==> config.mk <==
export PLATFORM = sky130hd
export DESIGN_NAME = booth_pipe_ctrl
export DESIGN_NICKNAME = d
export VERILOG_FILES = /design/src/rtl/booth_pipe_ctrl.sv
export SDC_FILE = /design/constraint.sdc
export NUM_CORES = 1
export LEC_CHECK = 0
export BUFFER_PORTS_ARGS = -buffer_cell sky130_fd_sc_hd__buf_2
export CELL_PAD_IN_SITES_DETAIL_PLACEMENT = 2
export CELL_PAD_IN_SITES_GLOBAL_PLACEMENT = 2
export CORE_AREA = 4 4 53 55
export DETAILED_ROUTE_END_ITERATION = 7
export DIE_AREA = 0 0 57 59
export GPL_ROUTABILITY_DRIVEN = 0
export PLACE_DENSITY_LB_ADDON = 0.1
export SLEW_MARGIN = 20
export SYNTH_ARGS = -nofsm -noshare
export SYNTH_HDL_FRONTEND = slang
export SYNTH_SLANG_ARGS = --single-unit
==> constraint.sdc <==
create_clock -name clk -period 3 [get_ports clk]
set_input_delay 0.45 -clock clk [delete_from_list [all_inputs] [get_ports clk]]
set_output_delay 0.45 -clock clk [all_outputs]
set_load 0.01 [all_outputs]
==> src/rtl/booth_pipe_ctrl.sv <==
// rtl/booth_pipe_ctrl.sv - latch-strobe sequencer for Booth multiplier pipeline stages
module booth_pipe_ctrl #(
    parameter int NUM_STAGES  = 4,
    parameter int STAGE_DELAY = 2
) (
    input  logic                              clk,
    input  logic                              rst_n,
    input  logic                              flush,
    input  logic                              in_valid,
    output logic                              in_ready,
    output logic [NUM_STAGES-1:0]             lt,
    output logic                              out_valid,
    input  logic                              out_ready,
    output logic [$clog2(NUM_STAGES+1)-1:0]   occupancy,
    output logic                              busy
);
    localparam int N     = NUM_STAGES;
    localparam int OCC_W = $clog2(NUM_STAGES+1);
    localparam int CNT_W = (STAGE_DELAY > 1) ? $clog2(STAGE_DELAY) : 1;
    localparam logic [CNT_W-1:0] CNT_LOAD = CNT_W'(STAGE_DELAY - 1);

    logic [N-1:0]     r_occ;
    logic [CNT_W-1:0] r_cnt [N];
    logic [N-1:0]     r_lt;
    logic [OCC_W-1:0] r_occupancy;
    logic             r_run;

    logic [N-1:0]     w_set;
    logic [N-1:0]     w_adv;
    logic [N-1:0]     w_load;
    logic [N-1:0]     w_occ_nxt;
    logic [OCC_W-1:0] w_pop;
    logic             w_acc;

    always_comb begin
        w_set = '0;
        for (int i = 0; i < N; i++) begin
            w_set[i] = r_occ[i] & (r_cnt[i] == '0);
        end
    end

    // Advance chain resolved top-down: a stage may move if the one above is empty or moving too.
    always_comb begin
        logic v_chain;
        w_adv      = '0;
        v_chain    = w_set[N-1] & out_ready & ~flush;
        w_adv[N-1] = v_chain;
        for (int i = N-2; i >= 0; i--) begin
            v_chain  = w_set[i] & (~r_occ[i+1] | v_chain) & ~flush;
            w_adv[i] = v_chain;
        end
    end

    assign in_ready = r_run & ~flush & (~r_occ[0] | w_adv[0]);
    assign w_acc    = in_valid & in_ready;
    assign w_load   = {w_adv[N-2:0], w_acc};

    always_comb begin
        w_occ_nxt = flush ? '0 : ((r_occ & ~w_adv) | w_load);
        w_pop     = '0;
        for (int i = 0; i < N; i++) begin
            w_pop = w_pop + OCC_W'(w_occ_nxt[i]);
        end
    end

    always_ff @(posedge clk or negedge rst_n) begin
        if (!rst_n) begin
            r_run       <= 1'b0;
            r_occ       <= '0;
            r_lt        <= '0;
            r_occupancy <= '0;
            for (int i = 0; i < N; i++) begin
                r_cnt[i] <= '0;
            end
        end else begin
            r_run       <= 1'b1;
            r_occ       <= w_occ_nxt;
            r_lt        <= flush ? '0 : w_load;
            r_occupancy <= w_pop;
            for (int i = 0; i < N; i++) begin
                if (flush) begin
                    r_cnt[i] <= '0;
                end else if (w_load[i]) begin
                    r_cnt[i] <= CNT_LOAD;
                end else if (r_occ[i] && (r_cnt[i] != '0)) begin
                    r_cnt[i] <= r_cnt[i] - CNT_W'(1);
                end
            end
        end
    end

    assign lt        = r_lt;
    assign out_valid = w_set[N-1];
    assign occupancy = r_occupancy;
    assign busy      = (r_occupancy != '0);

endmodule

After elaboration in Yosys (flattened, before gate mapping)
Cells that the tools add are included.
{"block": "word_totals", "rom_bits": 0, "regBits": 16, "ram_bits": 0, "memories": 0, "latchBits": 0, "out_inout_bits": 10}
{"block": "op_classes", "shifts": 0, "addsub": 7, "mux": 14, "magnitude_cmp": 0, "n_eq_ne": 0, "bitwise_logic": 31, "n_mul": 0, "n_reduce_logical": 9, "div": 0}
{"operator": "$and A1 B1 Y1", "n": 15}
{"operator": "$reduce_bool A3 Y1", "n": 5}
{"operator": "$mux W1", "n": 12}
{"operator": "$not A1 Y1", "n": 9}
{"operator": "$mux W4", "n": 2}
{"operator": "$and A4 B4 Y4", "n": 1}
{"operator": "$logic_and A1 B1 Y1", "n": 4}
{"operator": "$not A4 Y4", "n": 1}
{"operator": "$or A1 B1 Y1", "n": 4}
{"operator": "$or A4 B4 Y4", "n": 1}
{"operator": "$sub A1 B1 Y1 const B", "n": 4}
{"operator": "$add A2 B1 Y3", "n": 1}
{"operator": "$add A3 B1 Y3", "n": 1}
{"operator": "$add A1 B1 Y2", "n": 1}

Depth between registers and ports, before layout
Gate-level depths: netlist of the first run.
{"block": "logic_depth", "ltp_word": 21, "depth_mapped": 8, "ltp_nobuf": 8}

Worst setup path before layout of the first run
OpenSTA, ideal clock, no wires.
{"block": "synth_timing", "path_type": "input port to flip-flop", "from": "input out_ready", "to": "register r_occupancy[1], in the netlist occupancy[1]", "arrival_ns": 2.090, "path_stages": 8, "path_buffers": 0, "setup_slack_ns": 0.784, "path_cell_list": "nand2b_1 > a311o_1 > nand3_1 > a21o_1 > fa_1 > inv_1 > ha_1 > ha_1"}
{"block": "synth_between", "elab_chain_len": 19}
{"element": "start, declared", "line_no": "13", "source": "input logic out_ready,"}
{"element": "$and A1 B1 Y1 * (2 in a row)", "line_no": "46", "source": "v_chain = w_set[N-1] & out_ready & ~flush;"}
{"element": "$or A1 B1 Y1", "line_no": "49", "source": "v_chain = w_set[i] & (~r_occ[i+1] | v_chain) & ~flush;"}
{"element": "$and A1 B1 Y1 (2 in a row)", "line_no": "49"}
{"element": "$or A1 B1 Y1", "line_no": "49"}
{"element": "$and A1 B1 Y1 (2 in a row)", "line_no": "49"}
{"element": "$or A1 B1 Y1", "line_no": "49"}
{"element": "$and A1 B1 Y1 (2 in a row)", "line_no": "49"}
{"element": "$or A1 B1 Y1", "line_no": "54", "source": "assign in_ready = r_run & ~flush & (~r_occ[0] | w_adv[0]);"}
{"element": "$and A1 B1 Y1", "line_no": "54"}
{"element": "$and A1 B1 Y1", "line_no": "55", "source": "assign w_acc = in_valid & in_ready;"}
{"element": "$or A4 B4 Y4 *", "line_no": "59", "source": "w_occ_nxt = flush ? '0 : ((r_occ & ~w_adv) | w_load);"}
{"element": "$mux W4 *", "line_no": "59"}
{"element": "$add A1 B1 Y2", "line_no": "62", "source": "w_pop = w_pop + OCC_W'(w_occ_nxt[i]);"}
{"element": "$add A2 B1 Y3", "line_no": "62"}
{"element": "$add A3 B1 Y3 *", "line_no": "62"}
{"element": "named net w_pop[1]", "line_no": "32", "source": "logic [OCC_W-1:0] w_pop;"}
{"element": "end signal, assigned", "line_no": "79", "source": "r_occupancy <= w_pop;"}
{"element": "end, declared", "line_no": "25", "source": "logic [OCC_W-1:0] r_occupancy;"}
The timed path passes the listed nets; every way through them passes the cells marked *.
A chain may end at the register's enable or synchronous reset.

Worst setup path in the final report of the first run
{"block": "layout_timing", "from": "register r_occ[2]", "to": "register r_occupancy[1], in the netlist occupancy[1]"}
{"block": "layout_between", "elab_chain_len": 17}
{"element": "start, declared", "line_no": "22", "source": "logic [N-1:0] r_occ;"}
{"element": "start signal, assigned", "line_no": "77", "source": "r_occ <= w_occ_nxt;"}
{"element": "$and A1 B1 Y1", "line_no": "38", "source": "w_set[i] = r_occ[i] & (r_cnt[i] == '0);"}
{"element": "$and A1 B1 Y1 (2 in a row)", "line_no": "49"}
{"element": "$or A1 B1 Y1", "line_no": "49"}
{"element": "$and A1 B1 Y1 (2 in a row)", "line_no": "49"}
{"element": "$or A1 B1 Y1", "line_no": "49"}
{"element": "$and A1 B1 Y1 (2 in a row)", "line_no": "49"}
{"element": "$or A1 B1 Y1", "line_no": "54"}
{"element": "$and A1 B1 Y1", "line_no": "54"}
{"element": "$and A1 B1 Y1", "line_no": "55"}
{"element": "$or A4 B4 Y4 *", "line_no": "59"}
{"element": "$mux W4 *", "line_no": "59"}
{"element": "$add A1 B1 Y2", "line_no": "62"}
{"element": "$add A2 B1 Y3", "line_no": "62"}
{"element": "$add A3 B1 Y3 *", "line_no": "62"}
{"element": "named net w_pop[1]", "line_no": "32"}
Marks and branches as above.

==> impl_metrics.yaml, run 1 <==
status:
  run_status: "finished, final reports clean"
worst_setup_path:
  cpMaxStageDelayCell: "fa_1"
  crit_arrival_ns: 2.54
  crit_chain: "o21a_1, a311o_1, nand3_1, a21o_1, fa_1, inv_1, ha_1, ha_1"
  crit_top_cell: "ha_1"
  cp_top_family: "adder cells"
  cp-start-kind: "flop"
  worst-path-buf-inv: 1
  required_ns: 3.17
  crit_fanout: 6
  worstSetupEndpointType: "flop"
  worstSetupPathType: "reg2reg"
  max_stage_delay_ns: 0.54
global_route:
  grt_pass1_wl_um: 2910
  grt_pass1_vias: 602
  antenna_found_initial: 0
  gr-total-overflow: 0
  grt_usage: 0.115
  grt_max_degree: 17
sta:
  fmax_ghz: 0.422
  clock-skew-final_ns: 0.00181
  grt_setup_unrepaired: "no"
  min_period_ns: 2.37
  drv_slew: 0
  finalCritPeriodShare: 0.789
  worst_hold_slack_ns: 0.0702
  hold_viol: 0
  fin_tns_setup_ns: 0
  finalSetupViolCount: 0
cts:
  cts_hold_buf: 0
  cts-resized-gates: 0
  cts.clk_slew.worst_paths_ns: 0.09
  cts.sinks: 16
  htree_levels: 1
  post_cts_buffers: 0
  cts.path.max_buffers: 2
  cts_buffers: 3
  insertion_delay_ns: 0.28
  cts-root-buf: "clkbuf_4"
  tritoncts: "done"
power_and_ir_drop:
  pwr-share-clk: 0.281
  total_power_mw: 0.391
  p_switching_mw: 0.0995
  swShare: 0.255
  cellPowerDensity_nw_per_um2: 463
  peakVddDrop_mv: 0.217
  pwr-share-comb: 0.123
  power_frac_seq: 0.596
  p_int_mw: 0.291
  cellLeakagePower_nw: 0.456
synthesis:
  postSynthCellCount: 67
  synth.cell_area_um2: 711
  synth.distinct_cells: 25
  synth_ff_type: "dfrtp_1"
  synth_area_leaders: "dfrtp_1 56%, a21oi_1 4.9%, ha_1 3.5%"
  synth_warnings: 0
  yosys.area.top_type_share: 0.563
  synth_edf_count: 0
  async_flop_share: 1.00
  synthesis.nets: 75
  synth_most_common_cell: "dfrtp_1"
  syn_area_per_cell_um2: 10.6
  synth_top_cell_by_area: "dfrtp_1"
  synth_seq_area_share: 0.563
  ys_seq_elements: 16
  synthTopCellsByCount: "16 x dfrtp_1, 7 x a21oi_1, 5 x nand2_1, 4 x inv_1"
floorplan:
  die_area_um2: 3360
  row_count: 18
  core_area_um2: 2390
  start_util: 0.298
  fp.dieH_um: 59
  die_x_um: 57
  io_pins: 15
drt:
  drt_pass1_iterations: 2
  viasPerCell: 4.79
  route.detailed.drc: 0
  wl_per_cell_um: 14.4
  vias: 546
  wl_um: 1640
  drtAntennaViolNets: 0
  drtIter0Drc: 19
cells_and_area:
  nFillCells: 286
  syn2layout_area_growth_pct: 18.8
  nNetsFinal: 94
  drive_gt1_frac: 0.226
  num_antenna_cells: 0
  fin_area_um2: 845
worst_hold_path:
  hp-class: "in2async"
placement:
  dpl.hpwl_um: 1260
  port_buffers: 14
  placed_area_um2: 822
run:
  maxCapViolations: 0
==> layer usage <==
layer	up-vias	part of all wire	GRT usage
met5	-	0	0
met4	0	0.013	0.0695
met3	2	0.035	0.0218
met2	6	0.50	0.192
met1	277	0.46	0.138
li1	261	-	-
==> area by class of cell <==
type	instances	area, µm²	share of cell area
multi-input cells	46	292	0.345
well taps	30	37.5	0.0444
clock buffers	3	22.5	0.0267
repair buffers	15	77.6	0.0919
flip-flops and latches	16	400	0.474
inverters	4	15.0	0.0178
==> logic make-up after synthesis <==
logic type	Yosys count	share of synthesized area
compound gates	19	0.169
fa+ha+maj	3	0.0634
buf+inv	5	0.0264
flops	16	0.563
other cells	1	0.00528
simple gates	23	0.173
==> worst reg2reg max path, cell delays in order, from the launching register on <==
cell     delay, ns
dfrtp_1       0.45
o21a_1        0.18
a311o_1       0.26
nand3_1       0.14
a21o_1        0.22
fa_1          0.54
inv_1         0.04
ha_1          0.18
ha_1          0.26
==> flip-flops by register name, summed over array words and instances, names as in the netlist <==
signal	count
lt	4
occupancy	3
r_cnt	4
r_occ	4
r_run	1
==> through the flow <==
stage,worst slack (ns),util,cells
after floorplan,0.784,-,67
after global placement,0.534,0.344,111
after global routing,0.489,0.354,114
after detailed placement,0.484,0.344,111
after CTS,0.625,0.354,114
final,0.633,0.354,114
==> cells in the final DEF (no fill, tap or decap) <==
| cell | synthesis | final |
|---|---|---|
| a31oi_1 | 1 | 1 |
| buf_2 | 0 | 14 |
| a21o_1 | 3 | 3 |
| or3b_1 | 1 | 1 |
| or2_2 | 1 | 1 |
| buf_4 | 0 | 1 |
| and2_1 | 2 | 2 |
| nand2_1 | 5 | 5 |
| nor3_1 | 2 | 2 |
| conb_1 | 1 | 1 |
| inv_1 | 4 | 4 |
| nor3b_1 | 1 | 1 |
| a311o_1 | 1 | 1 |
| fa_1 | 1 | 1 |
| nand2b_1 | 3 | 3 |
| nor2b_1 | 2 | 2 |
| o21ai_0 | 3 | 3 |
| a21oi_1 | 7 | 7 |
| or3_1 | 1 | 1 |
| ha_1 | 2 | 2 |
| nor2_1 | 3 | 3 |
| clkbuf_4 | 0 | 3 |
| o31ai_1 | 1 | 1 |
| a22o_1 | 1 | 1 |
| o21a_1 | 2 | 2 |
| nand3_1 | 2 | 2 |
| dfrtp_1 | 16 | 16 |
==> path summary, 6_finish.rpt <==
check | from | end | slack [ns] | cells past startpoint
worst max-delay path | r_occ[2]$_DFF_PN0_ | occupancy[1]$_DFF_PN0_ | 0.63 | 8
worst min-delay path | rst_n | r_cnt[0]$_DFFE_PN0P_ | 0.07 | 1
worst max register to register | r_occ[2]$_DFF_PN0_ | occupancy[1]$_DFF_PN0_ | 0.63 | 8
worst min register to register | r_cnt[1]$_DFFE_PN0P_ | r_cnt[1]$_DFFE_PN0P_ | 0.52 | 1
max in group asynchronous | rst_n | r_occ[0]$_DFF_PN0_ | 2.67 | 1
min in group clk | in_valid | lt[0]$_DFF_PN0_ | 0.40 | 3
==> power groups by stage <==
stage               combinational [mW]  clock (mW)  sequential (mW)
finish                          0.0480       0.110            0.233
global route                    0.0560       0.131            0.235
CTS                             0.0498       0.119            0.233
detailed placement              0.0498           0            0.237
global placement                0.0480           0            0.237
floorplan                       0.0257           0            0.237
No activity file was read; power rests on OpenSTA's default activity.
==> inputs of run 2 (changes only) <==
==> constraint.sdc (replaced) <==
create_clock -name clk -period 2.19 [get_ports clk]
set_input_delay 0.3285 -clock clk [delete_from_list [all_inputs] [get_ports clk]]
set_output_delay 0.3285 -clock clk [all_outputs]
set_load 0.01 [all_outputs]
==> run 2 against run 1 <==
Compared with the run above:
- count of clock-buffer cells in the layout stayed put
- flip-flop and latch count stayed put
- via count is 11% higher
- setup slack worse by 0.62 ns
- design area is 16% higher
- clock power is 38% higher
- register-to-register slack worse by 0.62 ns
- global-route usage is 0.64 points higher
- core utilization is 5.8 points higher
- fmax is 8.9% higher
- clock skew hardly changed
- wire length is 11% higher
- critical path type unchanged
- largest power group unchanged
- highest routed layer unchanged
==> impl_metrics.yaml, run 2 (synthesis results as in run 1) <==
global_route:
  antenna_found_initial: 0
  gr-total-overflow: 0
  use_met1: 0.135
  grt_util_met3: 0.0196
  grt.met2_usage: 0.230
  grt_usage: 0.122
  grt.busiest_layer: "met2"
  grt_pass1_vias: 648
  grt_max_degree: 17
  grt_pass1_wl_um: 3040
worst_setup_path:
  cp-start-kind: "flop"
  crit_arrival_ns: 2.35
  worstSetupPathType: "reg2reg"
  crit_top_cell: "o21a_1"
  crit_fanout: 4
  cp_top_family: "adder cells"
  worstSetupEndpointType: "flop"
  required_ns: 2.37
  crit_chain: "o21a_1, a311o_1, nand2_1, o21a_1, fa_1, inv_1, ha_2, ha_4"
  cpMaxStageDelayCell: "fa_1"
  worst-path-buf-inv: 1
  max_stage_delay_ns: 0.43
cts:
  cts_buffers: 3
  tritoncts: "done"
  cts-root-buf: "clkbuf_4"
  cts.sinks: 16
  htree_levels: 1
  insertion_delay_ns: 0.28
  cts.path.max_buffers: 2
  cts.clk_slew.worst_paths_ns: 0.09
worst_hold_path:
  hp-class: "in2reg"
sta:
  finalSetupViolCount: 0
  drv_slew: 0
  grt_setup_unrepaired: "yes"
  hold_viol: 0
  min_period_ns: 2.17
  finalCritPeriodShare: 0.993
  fmax_ghz: 0.460
  clock-skew-final_ns: 0.00201
cells_and_area:
  nFillCells: 274
  multi_input_area_um2: 322
  final_common_cell: "dfrtp_1"
  mostFrequentLayoutCells: "16 x dfrtp_1, 14 x buf_2, 14 x buf_4, 7 x a21oi_1, 5 x nand2_1"
  syn2layout_area_growth_pct: 38.2
  fin_area_um2: 982
  num_antenna_cells: 0
  drive_gt1_frac: 0.378
  ff_latch_area_um2: 400
  nNetsFinal: 108
placement:
  dpl.hpwl_um: 1350
  placed_area_um2: 875
  port_buffers: 14
drt:
  drtIter0Drc: 4
  route.detailed.drc: 0
  drt_pass1_iterations: 2
  vias: 607
  viasPerCell: 4.74
  wl_per_cell_um: 14.1
  drtAntennaViolNets: 0
  wl_um: 1810
floorplan:
  io_pins: 15
  fp.dieH_um: 59
  core_area_um2: 2390
  die_x_um: 57
  die_area_um2: 3360
  start_util: 0.298
  row_count: 18
power_and_ir_drop:
  total_power_mw: 0.559
  cellLeakagePower_nw: 0.522
  peakVddDrop_mv: 0.339
  cellPowerDensity_nw_per_um2: 569
run:
  maxCapViolations: 0
status:
  run_status: "finished, final reports clean"
[run 2: where the power goes]
group	internal [mW]	total (mW)	leakage (nW)	switching, mW
sequential	0.308	0.319	0.217	0.0105
combinational	0.0424	0.0880	0.291	0.0455
clock	0.0638	0.152	0.0138	0.0884
[run 2: what timing repair did]
action,in CTS,in global routing
resized for setup,1,4
setup buffers,2,4
endpoints found under the setup margin,2,3
pin swaps,4,5
hold buffers,1,0
endpoints found under the hold margin,16,0
[run 2: layout make-up]
type | instances | area share
Tap cell | 30 | 0.0382
Clock buffer | 3 | 0.0229
Timing Repair Buffer | 29 | 0.189
Multi-Input combinational cell | 46 | 0.327
Inverter | 4 | 0.0153
Sequential cell | 16 | 0.408
[run 2: through the flow]
| stage | TNS [ns] | utilization | setup slack (ns) | hold WS (ns) | cells |
|---|---|---|---|---|---|
| 3_5_place_dp | -0.171 | 0.366 | -0.136 | 0.274 | 118 |
| 3_3_place_gp | -0.0710 | 0.366 | -0.0710 | 0.270 | 118 |
| 4_1_cts | -0.0279 | 0.389 | -0.0279 | 0.272 | 124 |
| 5_1_grt | -0.104 | 0.411 | -0.0885 | 0.304 | 128 |
| 6_report | 0 | 0.411 | 0.0154 | 0.281 | 128 |
| 2_1_floorplan | 0 | - | 0.0424 | 0.0329 | 67 |
[run 2: per-layer routing]
metal  up-vias  wire, µm
li1        293         -
met1       304       734
met2         8       992
met3         2        58
met4         0        25
met5         -         0
[run 2: worst paths after layout]
check / slack (ns) / to / from / depth (start not counted)
worst min-delay path: 0.28 / lt[0]$_DFF_PN0_ / in_valid / 3
worst max register to register: 0.02 / occupancy[1]$_DFF_PN0_ / r_cnt[1]$_DFFE_PN0P_ / 8
worst min register to register: 0.61 / r_cnt[1]$_DFFE_PN0P_ / r_cnt[1]$_DFFE_PN0P_ / 2
worst max-delay path: 0.02 / occupancy[1]$_DFF_PN0_ / r_cnt[1]$_DFFE_PN0P_ / 8
max in group asynchronous: 1.43 / r_occ[2]$_DFF_PN0_ / rst_n / 2
min in group asynchronous: 0.49 / lt[3]$_DFF_PN0_ / rst_n / 2
[run 2: worst register-to-register path: cells and delay by family, from the launching register on]
kind | cells | cell delay [ns]
fa+ha+maj | 3 | 0.81
flops | 1 | 0.40
simple gates | 1 | 0.12
compound gates | 3 | 0.68
buf+inv | 1 | 0.07
